$ cat config.mk
export PLATFORM = sky130hd
export DESIGN_NAME = video_capture
export DESIGN_NICKNAME = d
export VERILOG_FILES = /design/src/rtl/video_pkg.sv /design/src/rtl/video_timing_counter.sv /design/src/rtl/video_capture.sv
export SDC_FILE = /design/constraint.sdc
export NUM_CORES = 1
export LEC_CHECK = 0
export BUFFER_PORTS_ARGS = -buffer_cell sky130_fd_sc_hd__buf_2
export CAP_MARGIN = 20
export CORE_MARGIN = 2
export CORE_UTILIZATION = 47
export CTS_CLUSTER_SIZE = 30
export DETAILED_ROUTE_END_ITERATION = 16
export GPL_TIMING_DRIVEN = 1
export PLACE_DENSITY = 0.67
export SYNTH_ARGS = -nofsm -noshare
export SYNTH_HDL_FRONTEND = slang
export SYNTH_HIERARCHICAL = 1
export SYNTH_SLANG_ARGS = --single-unit
$ cat constraint.sdc
create_clock -name clk -period 6.7 [get_ports clk]
set_input_delay 0 -clock clk [delete_from_list [all_inputs] [get_ports clk]]
set_output_delay 0 -clock clk [all_outputs]
set_load 0.01 [all_outputs]
$ cat src/rtl/video_pkg.sv
// Shared types, sizing constants and the RGB565-to-grey conversion for the video
// capture and display paths.
package video_pkg;

    typedef enum logic [1:0] {IDLE, WAIT_VS, CAPTURE, DONE} state_e;

    localparam int CELL_LOG2 = 2;
    localparam int GRID_LOG2 = 6;
    localparam int ADDR_W    = 12;
    localparam int GREY_W    = 9;

    // Unweighted sum scaled by 4: full white (31,63,31) maps to 500.
    function automatic logic [GREY_W-1:0] rgb565_to_grey(input logic [4:0] r,
                                                         input logic [5:0] g,
                                                         input logic [4:0] b);
        logic [6:0] s;
        s = 7'(r) + 7'(g) + 7'(b);
        return {s, 2'b00};
    endfunction

endpackage

$ cat src/rtl/video_timing_counter.sv
// Input registers, DE/VSYNC edge detection, pixel/line counters and capture-window
// flags for the video capture path.
module video_timing_counter #(
    parameter int START_X       = 0,
    parameter int START_Y       = 0,
    parameter int VS_ACTIVE_LOW = 1,
    parameter int CELL_LOG2     = 2,
    parameter int GRID_LOG2     = 6
) (
    input  logic                 clk,
    input  logic                 rst,
    input  logic                 vs_i,
    input  logic                 hs_i,
    input  logic                 de_i,
    input  logic [4:0]           r_i,
    input  logic [5:0]           g_i,
    input  logic [4:0]           b_i,
    output logic                 vs_edge_o,
    output logic                 pix_ok_o,
    output logic [CELL_LOG2-1:0] sub_o,
    output logic [GRID_LOG2-1:0] col_o,
    output logic [GRID_LOG2-1:0] row_o,
    output logic [8:0]           grey_o
);
    import video_pkg::*;

    localparam logic [15:0] X0    = 16'(START_X);
    localparam logic [15:0] Y0    = 16'(START_Y);
    localparam logic [15:0] WIN16 = 16'(1 << (CELL_LOG2 + GRID_LOG2));

    logic        vs_s1_q, vs_s2_q, hs_s1_q, de_s1_q, de_s2_q;
    logic [4:0]  r_s1_q, b_s1_q;
    logic [5:0]  g_s1_q;
    logic [15:0] px_q, px_d, ln_q, ln_d, px_cur, ln_cur;
    logic [16:0] dx, dy;
    logic        vs_act_s1, vs_act_s2, de_rise, de_fall, vs_edge;

    // hs is captured with the other inputs but plays no part in timing.
    logic unused_hs;
    assign unused_hs = hs_s1_q;

    // NOTE: every always_comb output gets a default first so no path can infer a latch.
    always_comb begin
        vs_act_s1 = (VS_ACTIVE_LOW != 0) ? ~vs_s1_q : vs_s1_q;
        vs_act_s2 = (VS_ACTIVE_LOW != 0) ? ~vs_s2_q : vs_s2_q;
        de_rise   = de_s1_q & ~de_s2_q;
        de_fall   = ~de_s1_q & de_s2_q;
        vs_edge   = vs_act_s1 & ~vs_act_s2;
        // px_cur/ln_cur are the coordinates of the pixel currently held in S1.
        px_cur    = de_rise ? 16'd0 : px_q;
        ln_cur    = vs_edge ? 16'd0 : ln_q;
        px_d      = px_cur;
        ln_d      = ln_cur;
        if (de_s1_q && px_cur != 16'hFFFF) px_d = px_cur + 16'd1;
        if (de_fall && ln_cur != 16'hFFFF) ln_d = ln_cur + 16'd1;
        // Bit 16 is the borrow: set when the coordinate lies before the window start.
        dx        = {1'b0, px_cur} - {1'b0, X0};
        dy        = {1'b0, ln_cur} - {1'b0, Y0};
    end

    assign vs_edge_o = vs_edge;
    assign pix_ok_o  = de_s1_q && !dx[16] && (dx[15:0] < WIN16)
                                && !dy[16] && (dy[15:0] < WIN16)
                                && (dy[CELL_LOG2-1:0] == '0);
    assign sub_o     = dx[CELL_LOG2-1:0];
    assign col_o     = dx[CELL_LOG2 +: GRID_LOG2];
    assign row_o     = dy[CELL_LOG2 +: GRID_LOG2];
    assign grey_o    = rgb565_to_grey(r_s1_q, g_s1_q, b_s1_q);

    // NOTE: sequential state uses non-blocking assignments so every flop samples pre-edge values.
    always_ff @(posedge clk) begin
        if (rst) begin
            vs_s1_q <= 1'b0;
            vs_s2_q <= 1'b0;
            hs_s1_q <= 1'b0;
            de_s1_q <= 1'b0;
            de_s2_q <= 1'b0;
            r_s1_q  <= '0;
            g_s1_q  <= '0;
            b_s1_q  <= '0;
            px_q    <= '0;
            ln_q    <= '0;
        end else begin
            vs_s1_q <= vs_i;
            vs_s2_q <= vs_s1_q;
            hs_s1_q <= hs_i;
            de_s1_q <= de_i;
            de_s2_q <= de_s1_q;
            r_s1_q  <= r_i;
            g_s1_q  <= g_i;
            b_s1_q  <= b_i;
            px_q    <= px_d;
            ln_q    <= ln_d;
        end
    end

endmodule

$ cat src/rtl/video_capture.sv
// Single-frame video capture: decimates a window of the incoming RGB565 stream into
// 64x64 grey samples for BSRAM. Define CAPTURE_AVG_EN for horizontal box averaging.
module video_capture #(
    parameter int START_X       = 0,
    parameter int START_Y       = 0,
    parameter int VS_ACTIVE_LOW = 1,
    parameter int CELL_LOG2     = video_pkg::CELL_LOG2,
    parameter int GRID_LOG2     = video_pkg::GRID_LOG2
) (
    input  logic                         clk,
    input  logic                         rst,
    input  logic                         arm_i,
    input  logic                         vs_i,
    input  logic                         hs_i,
    input  logic                         de_i,
    input  logic [4:0]                   r_i,
    input  logic [5:0]                   g_i,
    input  logic [4:0]                   b_i,
    output logic                         busy_o,
    output logic                         done_o,
    output logic                         short_o,
    output logic                         we_o,
    output logic [2*GRID_LOG2-1:0]       waddr_o,
    output logic [video_pkg::GREY_W-1:0] wdata_o
);
    import video_pkg::*;

    localparam int             AW        = 2 * GRID_LOG2;
    localparam logic [AW-1:0]  LAST_ADDR = '1;

    logic                 vs_edge, pix_ok, sample, last_wr;
    logic [CELL_LOG2-1:0] sub;
    logic [GRID_LOG2-1:0] col, row;
    logic [GREY_W-1:0]    grey, wr_data;

    state_e               state_q, state_d;
    logic                 busy_q, busy_d, done_q, done_d, short_q, short_d, we_q, we_d;
    logic [AW-1:0]        waddr_q, waddr_d;
    logic [GREY_W-1:0]    wdata_q, wdata_d;

    video_timing_counter #(
        .START_X       (START_X),
        .START_Y       (START_Y),
        .VS_ACTIVE_LOW (VS_ACTIVE_LOW),
        .CELL_LOG2     (CELL_LOG2),
        .GRID_LOG2     (GRID_LOG2)
    ) u_timing (
        .clk       (clk),
        .rst       (rst),
        .vs_i      (vs_i),
        .hs_i      (hs_i),
        .de_i      (de_i),
        .r_i       (r_i),
        .g_i       (g_i),
        .b_i       (b_i),
        .vs_edge_o (vs_edge),
        .pix_ok_o  (pix_ok),
        .sub_o     (sub),
        .col_o     (col),
        .row_o     (row),
        .grey_o    (grey)
    );

`ifdef CAPTURE_AVG_EN
    localparam int SUM_W = GREY_W + CELL_LOG2;
    logic [SUM_W-1:0] sum_q, sum_d;

    // A cell is written on its last pixel; a cell cut short by DE falling never reaches it.
    always_comb begin
        sum_d = sum_q;
        if (pix_ok) sum_d = (sub == '0) ? SUM_W'(grey) : sum_q + SUM_W'(grey);
        sample  = pix_ok && (sub == '1);
        wr_data = sum_d[SUM_W-1 -: GREY_W];
    end
`else
    always_comb begin
        sample  = pix_ok && (sub == '0);
        wr_data = grey;
    end
`endif

    always_comb begin
        state_d = state_q;
        busy_d  = busy_q;
        done_d  = 1'b0;
        short_d = short_q;
        we_d    = 1'b0;
        waddr_d = waddr_q;
        wdata_d = wdata_q;
        // The final write takes priority over a VSYNC edge arriving in the same cycle.
        last_wr = we_q && (waddr_q == LAST_ADDR);
        case (state_q)
            IDLE: begin
                if (arm_i) begin
                    busy_d  = 1'b1;
                    state_d = WAIT_VS;
                end
            end
            WAIT_VS: begin
                if (vs_edge) state_d = CAPTURE;
            end
            CAPTURE: begin
                if (last_wr || vs_edge) begin
                    state_d = DONE;
                    done_d  = 1'b1;
                    busy_d  = 1'b0;
                    short_d = !last_wr;
                end else if (sample) begin
                    we_d    = 1'b1;
                    waddr_d = {row, col};
                    wdata_d = wr_data;
                end
            end
            DONE: state_d = IDLE;
            default: state_d = IDLE;
        endcase
    end

    always_ff @(posedge clk) begin
        if (rst) begin
            state_q <= IDLE;
            busy_q  <= 1'b0;
            done_q  <= 1'b0;
            short_q <= 1'b0;
            we_q    <= 1'b0;
            waddr_q <= '0;
            wdata_q <= '0;
`ifdef CAPTURE_AVG_EN
            sum_q   <= '0;
`endif
        end else begin
            state_q <= state_d;
            busy_q  <= busy_d;
            done_q  <= done_d;
            short_q <= short_d;
            we_q    <= we_d;
            waddr_q <= waddr_d;
            wdata_q <= wdata_d;
`ifdef CAPTURE_AVG_EN
            sum_q   <= sum_d;
`endif
        end
    end

    assign busy_o  = busy_q;
    assign done_o  = done_q;
    assign short_o = short_q;
    assign we_o    = we_q;
    assign waddr_o = waddr_q;
    assign wdata_o = wdata_q;

endmodule

# Word-level counts from Yosys, hierarchy flattened
# Index checks and enable logic that the tools add are counted.
# Widths: inputs -> output; s select.
# totals
inputBits	22
latchBits	0
mem_count	0
reg_bits	77
mem_bits_ro	0
out_inout_bits	25
ram_bits	0
word_cells	71
# classes
n_addsub	4
n_bitwise	8
n_shift	0
muxes	13
reduce_logical	19
n_eq_ne	9
mul	0
div	0
order_cmp	2
# op_table
cell	n
$mux 16	4
$add 16x1->16 const B	2
$lt 16x9->1 const B	2
$ne 16x16->1 const B	2
$eq 12x12->1 const B	1
$reduce_and 3->1	3
$pmux 2 s4	1
$add 5x6->7	1
$add 7x5->7	1
$logic_and 1x1->1	7
$logic_not 2->1	3
$mux 2	3
$ne 2x2->1 const B	3
$not 1->1	5
$eq 2x2->1 const B	2
$mux 1	4
$and 1x1->1	3
$reduce_or 3->1	1
$eq 2x1->1 const B	1
$pmux 1 s2	1
$reduce_and 2->1	1
$reduce_bool 2->1	1
$reduce_or 2->1	1
$logic_not 1->1	1
$logic_or 1x1->1	1

# Depth between registers and ports, before layout
# depth
word_depth	9
mapped_depth	11
mapped_depth_nobuf	11

# By module
# The synthesis kept the hierarchy.
# modules_own_cells
module	area_each_um2	n_inst	cells_each	seq_area_each_um2
video_timing_counter	2693.8	1	296	1041.0
video_capture	1316.3	1	130	540.5

# Worst setup path before layout
# Ideal clock, no wire load.
# synth_timing
path_type	reg2reg
from	reg u_timing.vs_s1_q
to	reg u_timing.ln_q[11]
arrival_ns	2.266
setup_slack_ns	4.364
t_required_ns	6.629
path_stages_with_launch	12
setup_time_ns	0.071
period_less_slack_ns	2.336
n_path_buf	2
cell_sequence	dfxtp_1 nand2b_2 clkbuf_1 nand2_1 inv_1 ha_1 and4_1 nand4_1 o21ai_1 buf_2 or4_1 a21oi_1
# synth_via
elab_chain_len	6
elab_cells_between_ends	7
classes_between	add/sub (1); eq/ne (1); mux (2); bitwise (2); reduce/logical (1)
# synth_rtl
item	line	source
start, declared	video_timing_counter.sv:31	logic vs_s1_q, vs_s2_q, hs_s1_q, de_s1_q, de_s2_q;
start signal, assigned	video_timing_counter.sv:84	vs_s1_q <= vs_i;
$not 1->1 (*)	video_timing_counter.sv:44	vs_act_s1 = (VS_ACTIVE_LOW != 0) ? ~vs_s1_q : vs_s1_q;
$and 1x1->1 (*)	video_timing_counter.sv:48	vs_edge = vs_act_s1 & ~vs_act_s2;
$mux 16 (*)	video_timing_counter.sv:51	ln_cur = vs_edge ? 16'd0 : ln_q;
branches (longest 2 deep; another with $add 16x1->16)	--	
$mux 16 (*)	video_timing_counter.sv:55	if (de_fall && ln_cur != 16'hFFFF) ln_d = ln_cur + 16'd1;
end signal, assigned	video_timing_counter.sv:93	ln_q <= ln_d;
end, declared	video_timing_counter.sv:34	logic [15:0] px_q, px_d, ln_q, ln_d, px_cur, ln_cur;
# Every way passes the cells marked *.
# A chain may end at the register's enable or synchronous reset.

# Worst setup path after layout
# layout_timing
from	reg u_timing.vs_s1_q
to	reg wdata_q[7] (netlist: wdata_o[7])
# layout_via
elab_chain_len	8
elab_cells_between_ends	11
classes_between	order compare (1); mux (1); bitwise (3); reduce/logical (6)
# layout_rtl
item	line	source
$not 1->1 (*)	video_timing_counter.sv:44	
$and 1x1->1 (*)	video_timing_counter.sv:48	
via vs_edge	video_capture.sv:31	logic vs_edge, pix_ok, sample, last_wr;
$mux 16 (*)	video_timing_counter.sv:51	
$lt 16x9->1	video_timing_counter.sv:63	&& !dy[16] && (dy[15:0] < WIN16)
$logic_and 1x1->1	video_timing_counter.sv:63	
$logic_and 1x1->1 (*)	video_timing_counter.sv:64	&& (dy[CELL_LOG2-1:0] == '0);
via pix_ok	video_capture.sv:31	
$logic_and 1x1->1 (*)	video_capture.sv:77	sample = pix_ok && (sub == '0);
$reduce_and 3->1 (no source line) (*)	--	
end signal, assigned	video_capture.sv:138	wdata_q <= wdata_d;
end, declared	video_capture.sv:39	logic [GREY_W-1:0] wdata_q, wdata_d;
# Mark *: on every way through the listed nets, which the timed path passes. The rest lies on a longest branch.

==> results.json <==
{
  "rrSetupSlack_ns": 3.75,
  "synth_area_sq_mm": 0.00401,
  "clock-skew-final_ns": 0.0137,
  "number_of_flops_mapped_to_enable_cells_by_yosys": 0,
  "hold_path_end": "busy_o$_SDFFE_PP0P_",
  "grt_antenna_before_repair": 0,
  "avgRoutedWirePerCell_um": 13.8,
  "maxClockFrequency_mhz": 339,
  "number_of_global_route_vias_before_repair": 3115,
  "max_slew.worst_pin.slew_ns": 0.828,
  "endpoint_kind": "flip-flop",
  "io_buffer_count": 45,
  "cell_chosen_for_the_clock_root": "clkbuf_8",
  "crit_path_start_kind": "flip-flop",
  "grt_use_total": 0.190,
  "cp-startpoint": "u_timing/vs_s1_q$_SDFF_PP0_",
  "post-route-drc-count": 0,
  "synth-seq-cells": 79,
  "floorplan.initialDensity": 0.486,
  "number_of_levels_the_h_tree_was_split_into": 3,
  "power_per_unit_of_standard_cell_area_mw_per_mm2": 216,
  "via_per_inst": 5.42,
  "timing.rr.end": "wdata_o[7]$_SDFFE_PP0P_",
  "count_of_non_filler_cells_in_the_finished_layout": 596,
  "grt_first_pass_wirelength_mm": 13.9,
  "irDropWorstVdd_v": 0.000109,
  "dieArea_sq_mm": 0.00929,
  "synth_seq_area_share": 0.394,
  "timing.max_slew.rel_slack": 0.444,
  "final_period_minus_worst_setup_slack_ns": 2.95,
  "final_antenna_net_count": 0,
  "min_delay_path_depth": 4,
  "final_max_slew_viol_count": 0,
  "drive_gt1_frac": 0.159,
  "gr-total-overflow": 0,
  "layout-area-overhead-vs-synth_pct": 16.6,
  "rsz0062_at_grt": "false",
  "die_w_um": 96.4,
  "pin_count": 47,
  "routed-via-count": 3233,
  "routed_wirelength_mm": 8.21,
  "yosys_most_used_dff": "dfxtp_1",
  "final-setup-viol-count": 0,
  "gpl.final_weighted_congestion": 0.845,
  "ys_types": 51,
  "hold_slack_ns": 0.0202,
  "placed_cell_count": 562,
  "power.static_leakage_nw": 1.83,
  "postPlaceCellArea_sq_mm": 0.00429,
  "layout.cell_area.non_filler_sq_mm": 0.00468,
  "clock_sink_count": 79,
  "num-nets-final": 525,
  "drv.max_cap_violation_count": 0,
  "antenna-diode-count": 0,
  "layout.cells.most_common": "dfxtp_1",
  "timing.setup.tns_ns": 0,
  "drt-met1-wl_mm": 3.74,
  "critical_path.max_fanout": 16,
  "drt_iter0_drcs": 82,
  "floorplan.rows": 33,
  "synthArstFlopShare": 0,
  "status": "completed",
  "drtPass1Iterations": 4,
  "clkSlewWorstSetupHoldPaths_ns": 0.10,
  "cts_tree": "built",
  "hold_start": "arm_i",
  "final.period_utilization": 0.441,
  "cts_buffers": 9,
  "cts-root-to-sink-buffers": 2,
  "syn-mean-instance-area_sq_um": 9.41,
  "ff2ff_path_depth": 8,
  "worst_hold_path_type": "input pin to flip-flop",
  "most-common-layout-cells": "79 x dfxtp_1, 45 x buf_2, 44 x nand2b_1, 26 x nand2_1, 25 x nor2b_1",
  "path_class": "flip-flop to flip-flop",
  "cts_setup_buffers": 0,
  "hold_viol_final": 0,
  "chipHeight_um": 96.4,
  "dr_wl_met2_mm": 4.06,
  "routed.top_layer": "met4",
  "r2r_start": "u_timing/vs_s1_q$_SDFF_PP0_",
  "clk-insertion-delay-late_ns": 0.36,
  "design.core.area_sq_mm": 0.00826,
  "synth.yosys.warnings": 6,
  "grt_max_degree": 90,
  "hpwlAfterDp_mm": 5.44,
  "met3WireLength_um": 317,
  "worstPathArrival_ns": 3.23,
  "timing.critical_path.required_ns": 6.98,
  "instance_count_of_the_mapped_netlist": 426
}
[metal layers]
layer	GRT usage	vias up
met4	0.0751	0
met3	0.0357	6
li1	-	1608
met1	0.235	1544
met2	0.328	75
met5	0	-
[flip-flops by register name, indices dropped and copies added, names as in the netlist, 2 cells and up]
name             cells
state_q              2
u_timing/b_s1_q      5
u_timing/g_s1_q      6
u_timing/ln_q       16
u_timing/px_q       16
u_timing/r_s1_q      5
waddr_o             12
wdata_o              9
[kinds of logic after synthesis]
kind of cell             after synthesis  share of synthesized area
AO/OA/AOI/OAI                         59                      0.102
XOR/XNOR                              14                     0.0306
adder cells (fa/ha/maj)               17                     0.0643
buffers and inverters                 35                     0.0424
flip-flops                            79                      0.394
multiplexers                          24                     0.0599
other                                  1                   0.000935
AND/OR/NAND/NOR                      197                      0.305
[worst max path at each step]
stage,endpoint,slack [ns],cells after the start
2_1_floorplan,u_timing/ln_q[11]$_SDFF_PP0_,4.36,11
3_5_place_dp,wdata_o[7]$_SDFFE_PP0P_,3.77,8
6_report,wdata_o[7]$_SDFFE_PP0P_,3.75,8
4_1_cts,wdata_o[7]$_SDFFE_PP0P_,3.73,8
3_3_place_gp,u_timing/px_q[1]$_SDFF_PP0_,3.77,7
5_1_grt,wdata_o[7]$_SDFFE_PP0P_,3.53,8
[per-stage QoR]
step                      worst slack [ns]  power (W)  utilization
final                                 3.75    0.00101        0.566
after global routing                  3.53    0.00106        0.566
after CTS                             3.73    0.00102        0.566
after detailed placement              3.77   0.000637        0.519
after global placement                3.77   0.000633        0.518
after floorplan                       4.36   0.000609            -
[cell usage after synthesis (3+ instances only)]
cell type   n  area [sq um]
dfxtp_1    79          1580
nand2b_1   44           275
nand2_1    26          97.6
nor2b_1    25           156
mux2i_1    24           240
a21oi_1    20           100
and2_1     18           113
inv_1      17          63.8
nor2_1     16          60.1
ha_1       11           138
clkbuf_1   10          37.5
xnor2_1     9          78.8
a211oi_1    8          60.1
nand4_1     8          50.1
or4_1       8          60.1
and3_1      7          43.8
and4_1      7          61.3
fa_1        6           120
nand3_1     6          30.0
nor3_1      6          30.0
nor4_1      6          37.5
o21ai_0     6          30.0
o31ai_1     6          45.0
or3_1       6          37.5
xor2_1      5          43.8
buf_6       4          45.0
o211ai_1    4          30.0
a21o_1      3          22.5
o21ai_1     3          15.0
[cell type report]
cell class              instances  area (sq um)
fillers                       762          3580
multi-input cells             313          2260
flip-flops and latches         79          1580
repair buffers                 66           428
well taps                     105           131
clock buffers                   9           124
clock inverters                 7          85.1
inverters                      17          63.8
[repair_timing]
| item | in CTS | in global routing |
|---|---|---|
| hold endpoints to repair | 18 | 0 |
| hold buffers | 18 | 0 |
| gates resized for setup | 0 | 0 |
[report_power, final]
group	internal, W	total, W	switching (W)	leakage [nW]
sequential	0.000487	0.000498	0.0000113	0.643
clock	0.000180	0.000374	0.000194	0.100
combinational	0.0000660	0.000136	0.0000700	1.09
[critical path, cell delays in order, from the launching register on]
cell	delay [ns]
dfxtp_1	0.31
nand2b_2	0.32
inv_1	0.39
a21oi_1	0.09
a211oi_1	0.37
nand2_1	0.15
nor4b_4	0.65
buf_4	0.38
mux2i_1	0.21
No activity file was read; power rests on OpenSTA's default activity.
